`config.mk`:
```
export PLATFORM = sky130hd
export DESIGN_NAME = mua_decode_fifo
export DESIGN_NICKNAME = d
export VERILOG_FILES = /design/src/rtl/mua_decode_fifo.sv
export SDC_FILE = /design/constraint.sdc
export NUM_CORES = 1
export LEC_CHECK = 0
export CORE_MARGIN = 10
export CORE_UTILIZATION = 49
export DETAILED_ROUTE_END_ITERATION = 8
export PLACE_DENSITY = 0.79
export SYNTH_ARGS = -nofsm -noshare
export SYNTH_HDL_FRONTEND = slang
export SYNTH_SLANG_ARGS = --single-unit
```
`constraint.sdc`:
```
create_clock -name clk -period 4.6 [get_ports clk]
set_input_delay 0.46 -clock clk [delete_from_list [all_inputs] [get_ports clk]]
set_output_delay 0.46 -clock clk [all_outputs]
set_load 0.05 [all_outputs]
```
`src/rtl/mua_decode_fifo.sv`:
```
// Decode-at-push instruction queue between the RX stage and the ALU.
// Each entry holds the decoded control word, routed operands and illegal flag.
package mua_pkg;
  typedef struct packed {
    logic       pre_x_en;
    logic       pre_x_sub;
    logic       pre_y_en;
    logic       pre_y_sub;
    logic       mul_x_en;
    logic       mul_y_en;
    logic [2:0] mul_x_sel;
    logic [2:0] mul_y_sel;
    logic       post_en;
    logic       post_sub;
  } alu_ctrl_t;
endpackage

module mua_decode_fifo
  import mua_pkg::*;
#(
  parameter int W        = 8,
  parameter int DEPTH    = 2,
  parameter bit DET_SWAP = 0
) (
  input  logic                       clk,
  input  logic                       rst,
  input  logic                       in_valid,
  output logic                       in_ready,
  input  logic [7:0]                 op,
  input  logic [W-1:0]               a1,
  input  logic [W-1:0]               a2,
  input  logic [W-1:0]               b1,
  input  logic [W-1:0]               b2,
  output logic                       out_valid,
  input  logic                       out_ready,
  output alu_ctrl_t                  ctrl,
  output logic [W-1:0]               x0,
  output logic [W-1:0]               x1,
  output logic [W-1:0]               y0,
  output logic [W-1:0]               y1,
  output logic                       out_illegal,
  output logic [$clog2(DEPTH+1)-1:0] count,
  output logic [7:0]                 err_cnt
);

  localparam int CW = $clog2(DEPTH + 1);
  localparam int AW = $clog2(DEPTH);
  localparam logic [CW-1:0] FULL = CW'(DEPTH);

  typedef struct packed {
    alu_ctrl_t    ctrl;
    logic         ill;
    logic [W-1:0] x0;
    logic [W-1:0] x1;
    logic [W-1:0] y0;
    logic [W-1:0] y1;
  } entry_t;

  entry_t          mem [DEPTH];
  entry_t          head;
  entry_t          dec;
  logic [AW-1:0]   wptr;
  logic [AW-1:0]   rptr;
  logic            push;
  logic            pop;
  logic            swap;

  assign in_ready  = !rst && (count < FULL);
  assign out_valid = (count != '0);
  assign push      = in_valid && in_ready;
  assign pop       = out_valid && out_ready;
  assign swap      = DET_SWAP && (op == 8'h09);

  always_comb begin
    dec           = '0;
    dec.ctrl.mul_x_sel = 3'd1;
    dec.ctrl.mul_y_sel = 3'd1;
    dec.ill       = 1'b0;
    dec.x0        = a1;
    dec.x1        = swap ? b2 : a2;
    dec.y0        = b1;
    dec.y1        = swap ? a2 : b2;
    unique case (op) inside
      8'h00: ;
      [8'h01:8'h05]: begin
        dec.ctrl.mul_x_en = 1'b1;
        dec.ctrl.mul_y_en = 1'b1;
        dec.ctrl.post_en  = 1'b1;
      end
      8'h06, 8'h07: begin
        dec.ctrl.pre_x_en  = 1'b1;
        dec.ctrl.pre_y_en  = 1'b1;
        dec.ctrl.pre_x_sub = op[0];
        dec.ctrl.pre_y_sub = op[0];
        dec.ctrl.mul_x_en  = 1'b1;
        dec.ctrl.mul_y_en  = 1'b1;
        dec.ctrl.mul_x_sel = 3'd4;
        dec.ctrl.mul_y_sel = 3'd4;
      end
      [8'h08:8'h0A]: begin
        dec.ctrl.mul_x_en = 1'b1;
        dec.ctrl.mul_y_en = 1'b1;
        dec.ctrl.post_en  = 1'b1;
        dec.ctrl.post_sub = 1'b1;
      end
      8'h0B: begin
        dec.ctrl.pre_x_en  = 1'b1;
        dec.ctrl.pre_x_sub = 1'b1;
        dec.ctrl.pre_y_en  = 1'b1;
        dec.ctrl.pre_y_sub = 1'b1;
        dec.ctrl.mul_x_en  = 1'b1;
        dec.ctrl.mul_y_en  = 1'b1;
        dec.ctrl.mul_x_sel = 3'd2;
        dec.ctrl.mul_y_sel = 3'd2;
        dec.ctrl.post_en   = 1'b1;
        dec.ctrl.post_sub  = 1'b1;
      end
      8'h0C: begin
        dec.ctrl.pre_x_en = 1'b1;
        dec.ctrl.post_en  = 1'b1;
      end
      8'h0D: begin
        dec.ctrl.mul_x_en = 1'b1;
        dec.ctrl.mul_y_en = 1'b1;
      end
      8'h0E: begin
        dec.ctrl.mul_x_en  = 1'b1;
        dec.ctrl.mul_x_sel = 3'd4;
        dec.ctrl.pre_y_en  = 1'b1;
        dec.ctrl.pre_y_sub = 1'b1;
        dec.ctrl.mul_y_en  = 1'b1;
        dec.ctrl.mul_y_sel = 3'd3;
        dec.ctrl.post_en   = 1'b1;
      end
      8'h0F: begin
        dec.ctrl.pre_x_en  = 1'b1;
        dec.ctrl.pre_x_sub = 1'b1;
        dec.ctrl.mul_x_en  = 1'b1;
        dec.ctrl.mul_x_sel = 3'd3;
        dec.ctrl.mul_y_en  = 1'b1;
        dec.ctrl.mul_y_sel = 3'd4;
        dec.ctrl.post_en   = 1'b1;
      end
      default: dec.ill = 1'b1;
    endcase
  end

  // Payload storage is never reset; validity comes from count alone.
  always_ff @(posedge clk) begin
    if (push) mem[wptr] <= dec;
  end

  always_ff @(posedge clk) begin
    if (rst) begin
      wptr    <= '0;
      rptr    <= '0;
      count   <= '0;
      err_cnt <= '0;
    end else begin
      if (push) wptr <= wptr + 1'b1;
      if (pop)  rptr <= rptr + 1'b1;
      if (push && !pop)      count <= count + 1'b1;
      else if (pop && !push) count <= count - 1'b1;
      if (push && dec.ill && err_cnt != 8'hFF)
        err_cnt <= err_cnt + 1'b1;
    end
  end

  assign head        = out_valid ? mem[rptr] : '0;
  assign ctrl        = head.ctrl;
  assign x0          = head.x0;
  assign x1          = head.x1;
  assign y0          = head.y0;
  assign y1          = head.y1;
  assign out_illegal = head.ill;

endmodule

```
==> results.md, run 1 <==
* Mapped Cells at about 300
* Syn nets at 343
* Clk root buf: clkbuf_8
* Post-route ant nets at 0
* Mean Syn Cell Area at 14.3 sq um
* Commonest non-fill, non-tap cells in the layout: 102 x clkdlybuf4s50_1, 92 x edfxtp_1, 61 x nor2_1
* Routability cong. at between 0.7 and 0.8
* Multiplexer area fraction after synthesis at 11.3%
* Maximum clock insertion buffer count at 2
* Fillers at slightly above 600
* Initial Util at roughly half
* Remaining routing DRC violations at 0
* Hpwl dp at 5.81 mm
* Number of synthesized register bits at roughly 110
* Initial antenna violation count at 0
* Slew headroom at between 20% and 30%
* Startpoint Class: register
* CTS tree: built
* Layout cells sized above 1 at 6.98%
* # diodes at 0
* WL/cell at approximately 16 um
* RSZ-0062 raised after global routing: false
* Drt pass-1 iters at 4
* Fin. max-slew vios at 0
* Mapped Area at approximately 4300 sq um
* Fraction of the mapped netlist area in adder cells at less than 1%
* Peak VDD IR at around 0.00060 V
* WP data arrival at roughly 2.7 ns
* Vias per cell at just over 5
* Asr flop ratio synth at 0%
* Fin Setup TNS at 0 ns
* H-tree levels at 3
* XOR/XNOR share of the synthesized area at 1.85%
* Seq/Total Area, Yosys at 71.0%
* Largest family of logic cells by synthesized area: multiplexers
* TritonCTS Sinks at approximately 110
* Synth area leader: edfxtp_1
* Post-CTS setup repair buffer count at 0
* Worst-path clk slew at approximately 0.090 ns
* P&R area growth vs syn at 30.4%
* Crit end category: output port
* Syn. warnings at 0
* Std-Cell Rows at 33
* Final setup fails at 0
* # IOs at between 100 and 150
* Post-synth EDFFs at 92
* Final #Nets at roughly 440
* P_leak at approximately 1.8 nW
* Hold_buf cts at 0
* Critical Setup Path Class: register to output port
* Final WS setup at between 1 and 1.5 ns
* GRT Overall Usage at about 13%
* Post-synth top area share at about two thirds
* First-pass GRT wire length at ~13 mm
* Pin count of the biggest net entering global routing at between 40 and 50
* Die H at roughly 110 um
* Post_cts resized at 0
* Post-synth cell types at 37
* R2R Setup Slk at approximately 2.2 ns
* Pre-CTS setup slack at approximately 1.5 ns
* Min-Delay Path Class: register to register
* Max frequency at around 320 MHz
* DR iter-0 viols at 90
* Routed Wire Length at between 8 and 9 mm
* Die W at 113 um
* Clk_skew at roughly 0.0088 ns
* Worst hold slack at about 0.51 ns
* Status: complete, no violations
* Utilization after layout at about two thirds
* Cts bufs inserted at 9
* Most common cell after layout, fill and taps aside: clkdlybuf4s50_1
* Grt total ovfl at 0
* Req. time, crit path at around 4.1 ns
* Hold path depth at 1
* Die footprint at ~13000 sq um
* PortBufs at between 100 and 150
* Period utilization at ~68%
* Vias in the first global route at 2631
* Fin. Hold Viols at 0
* Worst skew pair latency at 0.35 ns
* Final worst path period need at approximately 3.1 ns
* Vias at ~2.6k
* P per Cell Area at around 630 nW/um^2
* Crit path max fanout at 32
* Core area at roughly 8300 sq um
* Max Cap Violations at 0
* Post-Synth Simple-Gate Area at under 10%
* Compound-gate portion of the synthesized area at under 10%
* Area contributors post-synth: edfxtp_1 65%, mux2i_1 11%, dfxtp_1 6.1%
* Worst Tran Pin Value at about 1.1 ns
* Ys flop type: edfxtp_1
* FF-to-FF path depth at 6
layer usage:
| layer | vias up | GRT usage (%) | part of all wire [%] |
|---|---|---|---|
| li1 | 1271 | - | - |
| met1 | 1213 | 15.0 | 41 |
| met2 | 79 | 21.6 | 51 |
| met3 | 7 | 4.75 | 7.6 |
| met4 | 0 | 4.31 | 0.99 |
| met5 | - | 0 | 0 |
area by class of cell:
cell class / instances / area, sq um / share of cell area (%)
Clock buffer: 9 / 124 / 2.23
Clock inverter: 7 / 55.1 / 0.991
Inverter: 5 / 18.8 / 0.338
Multi-Input combinational cell: 171 / 1160 / 21.0
Sequential cell: 105 / 3020 / 54.5
Tap cell: 105 / 131 / 2.37
Timing Repair Buffer: 104 / 1040 / 18.7
kinds of logic after synthesis:
group	Yosys count
adders and majority gates	2
AOI/OAI and AO/OA	20
DFF	105
xor gates and xnor gates	9
and+or+nand+nor	92
muxes	48
buffers and inverters	21
per-stage QoR:
step / std cells / power (W) / area [sq um]
floorplan: 297 / 0.00246 / 4260
global placement: 490 / 0.00303 / 5370
detailed placement: 490 / 0.00305 / 5370
CTS: 506 / 0.00355 / 5550
global route: 506 / 0.00368 / 5550
finish: 506 / 0.00351 / 5550
where the power goes:
part | internal (W) | leakage (nW) | switching (W)
sequential | 0.00113 | 0.941 | 0.0000617
combinational | 0.000584 | 0.783 | 0.00123
clock | 0.000202 | 0.0867 | 0.000307
total | 0.00191 | 1.81 | 0.00160
sequential cells by signal (all words and copies together) (netlist names), named ones only:
name and count:
mem 92, err_cnt 8, count 2, rptr 1
wptr 1
worst max-delay path, stage by stage (launching register included):
cell	delay, ns
dfxtp_2	0.62
buf_4	0.55
mux2i_1	0.16
nor2_1	0.16
clkdlybuf4s50_1	0.84
cells in the mapped netlist (all sizes together), types with 5 or more instances:
cell and n:
xor2 8, mux2i 48, dfxtp 13, a21oi 8, clkbuf 9, buf 7
inv 5, nand2 8, edfxtp 92, nor2 62, o21ai 5
final timing paths:
| path | start | endpoint |
|---|---|---|
| worst min-delay path | err_cnt[6] | err_cnt[6] |
| worst max-delay path | register | ctrl[0] |
| worst max register to register | count[1] | count[1] |
| worst min register to register | err_cnt[6] | err_cnt[6] |
No activity file was read; power rests on OpenSTA's default activity.
==> inputs of run 2 (changes only) <==
- CORE_UTILIZATION: 49 -> 44
- PLACE_DENSITY: 0.79 -> 0.75
- clock period: 4.6 -> 2.7 ns (I/O delays scaled with it)
==> run 2 against run 1 <==
Net effect: non-clock buffer count is 2 higher; global-route usage down 0.55 points; via count grew 1.9%; wire length grew 9.2%; clock skew shrank 0.0016 ns; core utilization fell by 6.4 points; sequential power is 69% higher; flip-flop and latch count is the same; largest cell class unchanged; largest power group unchanged.
==> results.md, run 2 (synthesis results as in run 1) <==
* Biggest register: mem
* Most common cell after layout, fill and taps aside: edfxtp_1
* Period utilization at between 90% and 100%
* Status: complete, no violations
* Post-route ant nets at 0 (unchanged)
* Pin count of the biggest net entering global routing at 47 (-2.1%)
* # IOs at 103 (unchanged)
* Fin Setup TNS at 0 ns (unchanged)
* Std-Cell Rows at 35 (+6.1%)
* Worst r2r src: count[1]
* Hold endpoint: mem[0][11]
* WL/cell at 16.9 um (+3.5%)
* Routability cong. at 0.777 (+0.96%)
* Commonest non-fill, non-tap cells in the layout: 92 x edfxtp_1, 88 x clkdlybuf4s50_1, 61 x nor2_1
* Vias per cell at 4.90 (-3.4%)
* WP buf/inv at 1 (-1)
* Clk root buf: clkbuf_8
* Startpoint Class: register
* Maximum clock insertion buffer count at 2 (unchanged)
* Hpwl dp at 5.88 mm (+1.2%)
* Die H at 118 um (+4.6%)
* TritonCTS Sinks at 105 (unchanged)
* Fillers at 728 (+20%)
* H-tree levels at 3 (unchanged)
* M2 GR Usage at 21.3% (-0.31 points)
* DR iter-0 viols at 136 (+51%)
* Cts bufs inserted at 9 (unchanged)
* P&R area growth vs syn at 31.8%
* Worst skew pair latency at 0.34 ns (about the same)
* Area taken by multi-input logic gates at 1180 sq um (+1.5%)
* Worst-path clk slew at 0.09 ns (about the same)
* Die footprint at 14000 sq um (+9.3%)
* Vias in the first global route at 2782 (+5.7%)
* Final #Nets at 446 (+0.90%)
* R2r endpoint: count[1]
* Peak VDD IR at 0.000738 V (+22%)
* Final worst path period need at roughly 2.6 ns
* Worst path cell trace: nor2_2 > nor2_1 > clkdlybuf4s50_1
* RSZ-0062 raised after global routing: false
* Design Area, Final at 5610 sq um (+1.1%)
* Crit-path max cell delay at 0.73 ns (-0.11 ns)
* Final setup fails at 0 (unchanged)
* Die W at 118 um (+4.6%)
* Min-Delay Path Class: input pin to register
* Sequential cell area at 3020 sq um (unchanged)
* Req. time, crit path at 2.43 ns (-1.71 ns)
* Max frequency at approximately 400 MHz
* Dpl cells at 516 (+5.3%)
* P per Cell Area at 1080 nW/um^2 (+70%)
* CTS tree: built
* FF-to-FF path depth at 6 (unchanged)
* First-pass GRT wire length at 14.1 mm (+5.5%)
* Crit end category: output port
* Drt pass-1 iters at 6 (+2)
* Post-CTS setup repair buffer count at 0 (unchanged)
* Fin. max-slew vios at 0 (unchanged)
* Slew headroom at 56.8% (+27 points)
* # diodes at 0 (unchanged)
* Initial Util at 45.7% (-5.4 points)
* Hold path depth at 1 (unchanged)
* Layout cells sized above 1 at 11.1% (+4.1 points)
* Initial antenna violation count at 0 (unchanged)
* PortBufs at 102 (unchanged)
* Met3 Usage GRT at 3.71% (-1.0 points)
* Crit path max fanout at 12 (-63%)
* Grt met1 use at 14.4% (-0.58 points)
* Clk_skew at 0.00718 ns (-0.00158 ns)
* CP top delay family: simple AND/OR/NAND/NOR gates
* Vias at 2619 (+1.9%)
* Worst Tran Pin Value at 0.647 ns (-0.407 ns)
* GRT Overall Usage at 12.4% (-0.55 points)
* Number of flip-flops in the largest register at 92 (unchanged)
* Fin. Hold Viols at 0 (unchanged)
* Max Cap Violations at 0 (unchanged)
* Regs by FF count: mem (92), err_cnt (8), count (2)
* Routed Wire Length at 9.02 mm (+9.2%)
* Hold Crit Start: b1[3]
* Core area at 9330 sq um (+12%)
* Hold_buf cts at 0 (unchanged)
* CP max stage cell: clkdlybuf4s50_1
* Grt total ovfl at 0 (unchanged)
* Remaining routing DRC violations at 0 (unchanged)
* Critical Setup Path Class: register to output port
* Cell Area, Placed at 5420 sq um (+0.88%)
* WP data arrival at 2.28 ns (-0.40 ns)
* P_leak at 1.87 nW (+3.4%)
* Final Non-Filler Cells at 534 (+5.5%)
* R2R Setup Slk at 0.68 ns (-1.53 ns)
* Most used routing layer: met2
==> run 2: changes by cell type in the layout (fill, tap and decap cells not counted), sizes merged <==
| cell | previous run | this run |
|---|---|---|
| nor2 | 62 | 64 |
| clkbuf | 9 | 12 |
| buf | 2 | 18 |
| inv | 7 | 6 |
| clkdlybuf4s50 | 102 | 88 |
| clkinvlp | 2 | 0 |
==> run 2: repair_timing <==
action	CTS	global route
resized for setup	1	0
endpoints found under the hold margin	0	0
endpoints found under the setup margin	34	1
cloned	1	1
pin swaps	1	1
==> run 2: power breakdown <==
part | leakage, nW | total, W | switching (W) | internal [W]
Clock | 0.0909 | 0.000843 | 0.000479 | 0.000364
Combinational | 0.832 | 0.00319 | 0.00220 | 0.000990
Sequential | 0.949 | 0.00201 | 0.0000957 | 0.00192
==> run 2: cell type report <==
type	count	share of cell area, %
flip-flops and latches	105	53.9
multi-input cells	173	21.0
repair buffers	106	18.8
well taps	129	2.88
clock buffers	12	2.59
clock inverters	4	0.513
inverters	5	0.334
==> run 2: per-stage QoR <==
step                hold slack (ns)  worst slack, ns  power [W]  util, %
floorplan                     0.339           0.0411    0.00418        -
global placement              0.484            0.247    0.00516     58.1
CTS                           0.484           0.0901    0.00610     60.1
global route                  0.482           0.0126    0.00633     60.2
finish                        0.504            0.147    0.00604     60.2
detailed placement            0.491            0.213    0.00519     58.1
==> run 2: worst max path at each step <==
stage / depth (start not counted) / startpoint / end
6_report: 3 / count[1] / y1[3]
5_1_grt: 3 / count[1] / y1[3]
4_1_cts: 3 / count[1] / y0[4]
3_5_place_dp: 3 / count[1] / y0[4]
3_3_place_gp: 3 / count[1] / ctrl[0]
2_1_floorplan: 2 / count[1] / mem[0][0]
==> run 2: per-layer routing <==
metal	vias to the layer above	part of all wire, %
li1	1278	-
met2	66	50
met4	0	0.99
met3	11	5.8
met1	1264	43
met5	-	0
==> inputs of run 3 (changes only) <==
- MAX_ROUTING_LAYER: unset -> met4
==> run 3 against run 2 <==
Net effect: worst setup slack worse by 0.021 ns; hold slack about the same; register-to-register slack is essentially flat; largest power group unchanged; sequential share of layout area unchanged; final area unchanged; power hardly changed; via count increased by 0.23%; clock power hardly changed; cell count did not move; global-route usage grew 0.36 points; sequential power is essentially flat; core utilization unchanged.
==> results.md, run 3 (synthesis results as in run 1) <==
* Status: complete, no violations
* Drt pass-1 iters at 6 (unchanged)
* Min-Delay Path Class: input pin to register
* Peak VDD IR at 0.000738 V (about the same)
* Initial antenna violation count at 0 (unchanged)
* Std-Cell Rows at 35 (unchanged)
* Crit path max fanout at 12 (unchanged)
* Sequential cell area at 3020 sq um (unchanged)
* Cts bufs inserted at 9 (unchanged)
* Die H at 118 um (unchanged)
* H-tree levels at 3 (unchanged)
* Routability cong. at 0.788 (+1.4%)
* Maximum clock insertion buffer count at 2 (unchanged)
* Post-route ant nets at 0 (unchanged)
* Die footprint at 14000 sq um (unchanged)
* Area taken by multi-input logic gates at 1180 sq um (unchanged)
* Worst Tran Pin Value at 0.678 ns (+0.0304 ns)
* Remaining routing DRC violations at 0 (unchanged)
* GRT Overall Usage at 12.7% (+0.36 points)
* Most used routing layer: met2
* Fin Setup TNS at 0 ns (unchanged)
* Initial Util at 45.7% (unchanged)
* Period utilization at 95.3% (+0.76 points)
* Regs by FF count: mem (92), err_cnt (8), count (2)
* Post-CTS setup repair buffer count at 0 (unchanged)
* Fin. Hold Viols at 0 (unchanged)
* DR iter-0 viols at 123 (-9.6%)
* Critical Setup Path Class: register to output port
* Crit end category: output port
* Fin. max-slew vios at 0 (unchanged)
* Total power at 0.00605 W (about the same)
* Layout cells sized above 1 at 11.1% (unchanged)
* RSZ-0062 raised after global routing: false
* First-pass GRT wire length at 14.1 mm (unchanged)
* WL/cell at 16.9 um (+0.29%)
* Clk_skew at 0.00734 ns (+0.000162 ns)
* Pin count of the biggest net entering global routing at 47 (unchanged)
* Max frequency at 389 MHz (-0.80%)
* Final setup fails at 0 (unchanged)
* # diodes at 0 (unchanged)
* Startpoint Class: register
* WP data arrival at 2.30 ns (+0.02 ns)
* Slew headroom at 54.8% (-2.0 points)
* P per Cell Area at 1080 nW/um^2 (about the same)
* Vias per cell at 4.92 (+0.23%)
* Fillers at 728 (unchanged)
* Number of flip-flops in the largest register at 92 (unchanged)
* Vias in the first global route at 2782 (unchanged)
* Biggest register: mem
* PortBufs at 102 (unchanged)
* R2R Setup Slk at 0.69 ns (about the same)
* Routed Wire Length at 9.05 mm (+0.29%)
* CTS tree: built
* Design Area, Final at 5610 sq um (unchanged)
* Core area at 9330 sq um (unchanged)
* P_leak at 1.87 nW (unchanged)
* P&R area growth vs syn at 31.8% (unchanged)
* Clk root buf: clkbuf_8
* Grt met1 use at 14.9% (+0.53 points)
* Final worst path period need at 2.57 ns (+0.0205 ns)
* TritonCTS Sinks at 105 (unchanged)
* Hpwl dp at 5.88 mm (unchanged)
* Die W at 118 um (unchanged)
* Max Cap Violations at 0 (unchanged)
* Final #Nets at 446 (unchanged)
* Req. time, crit path at 2.43 ns (about the same)
* Utilization after layout at 60.2% (unchanged)
* Commonest non-fill, non-tap cells in the layout: 92 x edfxtp_1, 88 x clkdlybuf4s50_1, 61 x nor2_1
* # IOs at 103 (unchanged)
* Cell Area, Placed at 5420 sq um (unchanged)
* Hold_buf cts at 0 (unchanged)
* M2 GR Usage at 21.2% (-0.10 points)
* Met3 Usage GRT at 2.95% (-0.76 points)
* Worst skew pair latency at 0.34 ns (about the same)
* Vias at 2625 (+0.23%)
* Grt total ovfl at 0 (unchanged)
* Most common cell after layout, fill and taps aside: edfxtp_1
* Worst-path clk slew at 0.09 ns (about the same)
[run 3: cell counts in the layout (fill, tap and decap cells not counted)]
Identical to the previous run, type by type.
[run 3: power breakdown]
| part | switching (W) | total [W] | internal, W |
|---|---|---|---|
| registers | 0.0000954 | 0.00201 | 0.00192 |
| clock network | 0.000481 | 0.000846 | 0.000364 |
| logic | 0.00220 | 0.00319 | 0.000990 |
[run 3: critical path, stage by stage (launching register included)]
cell and delay [ns]:
dfxtp_1 0.48, nor2_2 0.62, nor2_1 0.13, clkdlybuf4s50_1 0.73
[run 3: metrics by stage]
step,setup slack [ns],hold WS [ns],instances
finish,0.126,0.504,534
floorplan,0.0411,0.339,297
global placement,0.247,0.484,516
global route,0.0126,0.479,534
detailed placement,0.213,0.491,516
CTS,0.0901,0.484,533
[run 3: repair_timing]
action,4_1_cts,5_1_grt
hold endpoints to repair,0,0
gates cloned,1,1
gates resized for setup,1,0
setup endpoints to repair,34,1
pin swaps,1,1
[run 3: per-layer routing]
layer  routed length (um)  share of wire, %  vias up
li1                     -                 -     1280
met1                 3970                44     1253
met2                 4530                50       79
met3                  454               5.0       13
met4                   97               1.1        0
met5                    0                 0        -
[run 3: cell type report]
type	count	area share, %
clock buffer	12	2.59
clock inverter	4	0.513
inverter	5	0.334
multi-input combinational	173	21.0
sequential	105	53.9
tap	129	2.88
timing repair buffer	106	18.8
[run 3: path summary, 6_finish.rpt]
path / startpoint / to / cells past startpoint
setup / recovery: count[1] / y1[3] / 3
hold reg to reg: err_cnt[6] / err_cnt[6] / 1
hold / removal: b1[3] / mem[0][11] / 1
setup reg to reg: count[1] / count[1] / 6
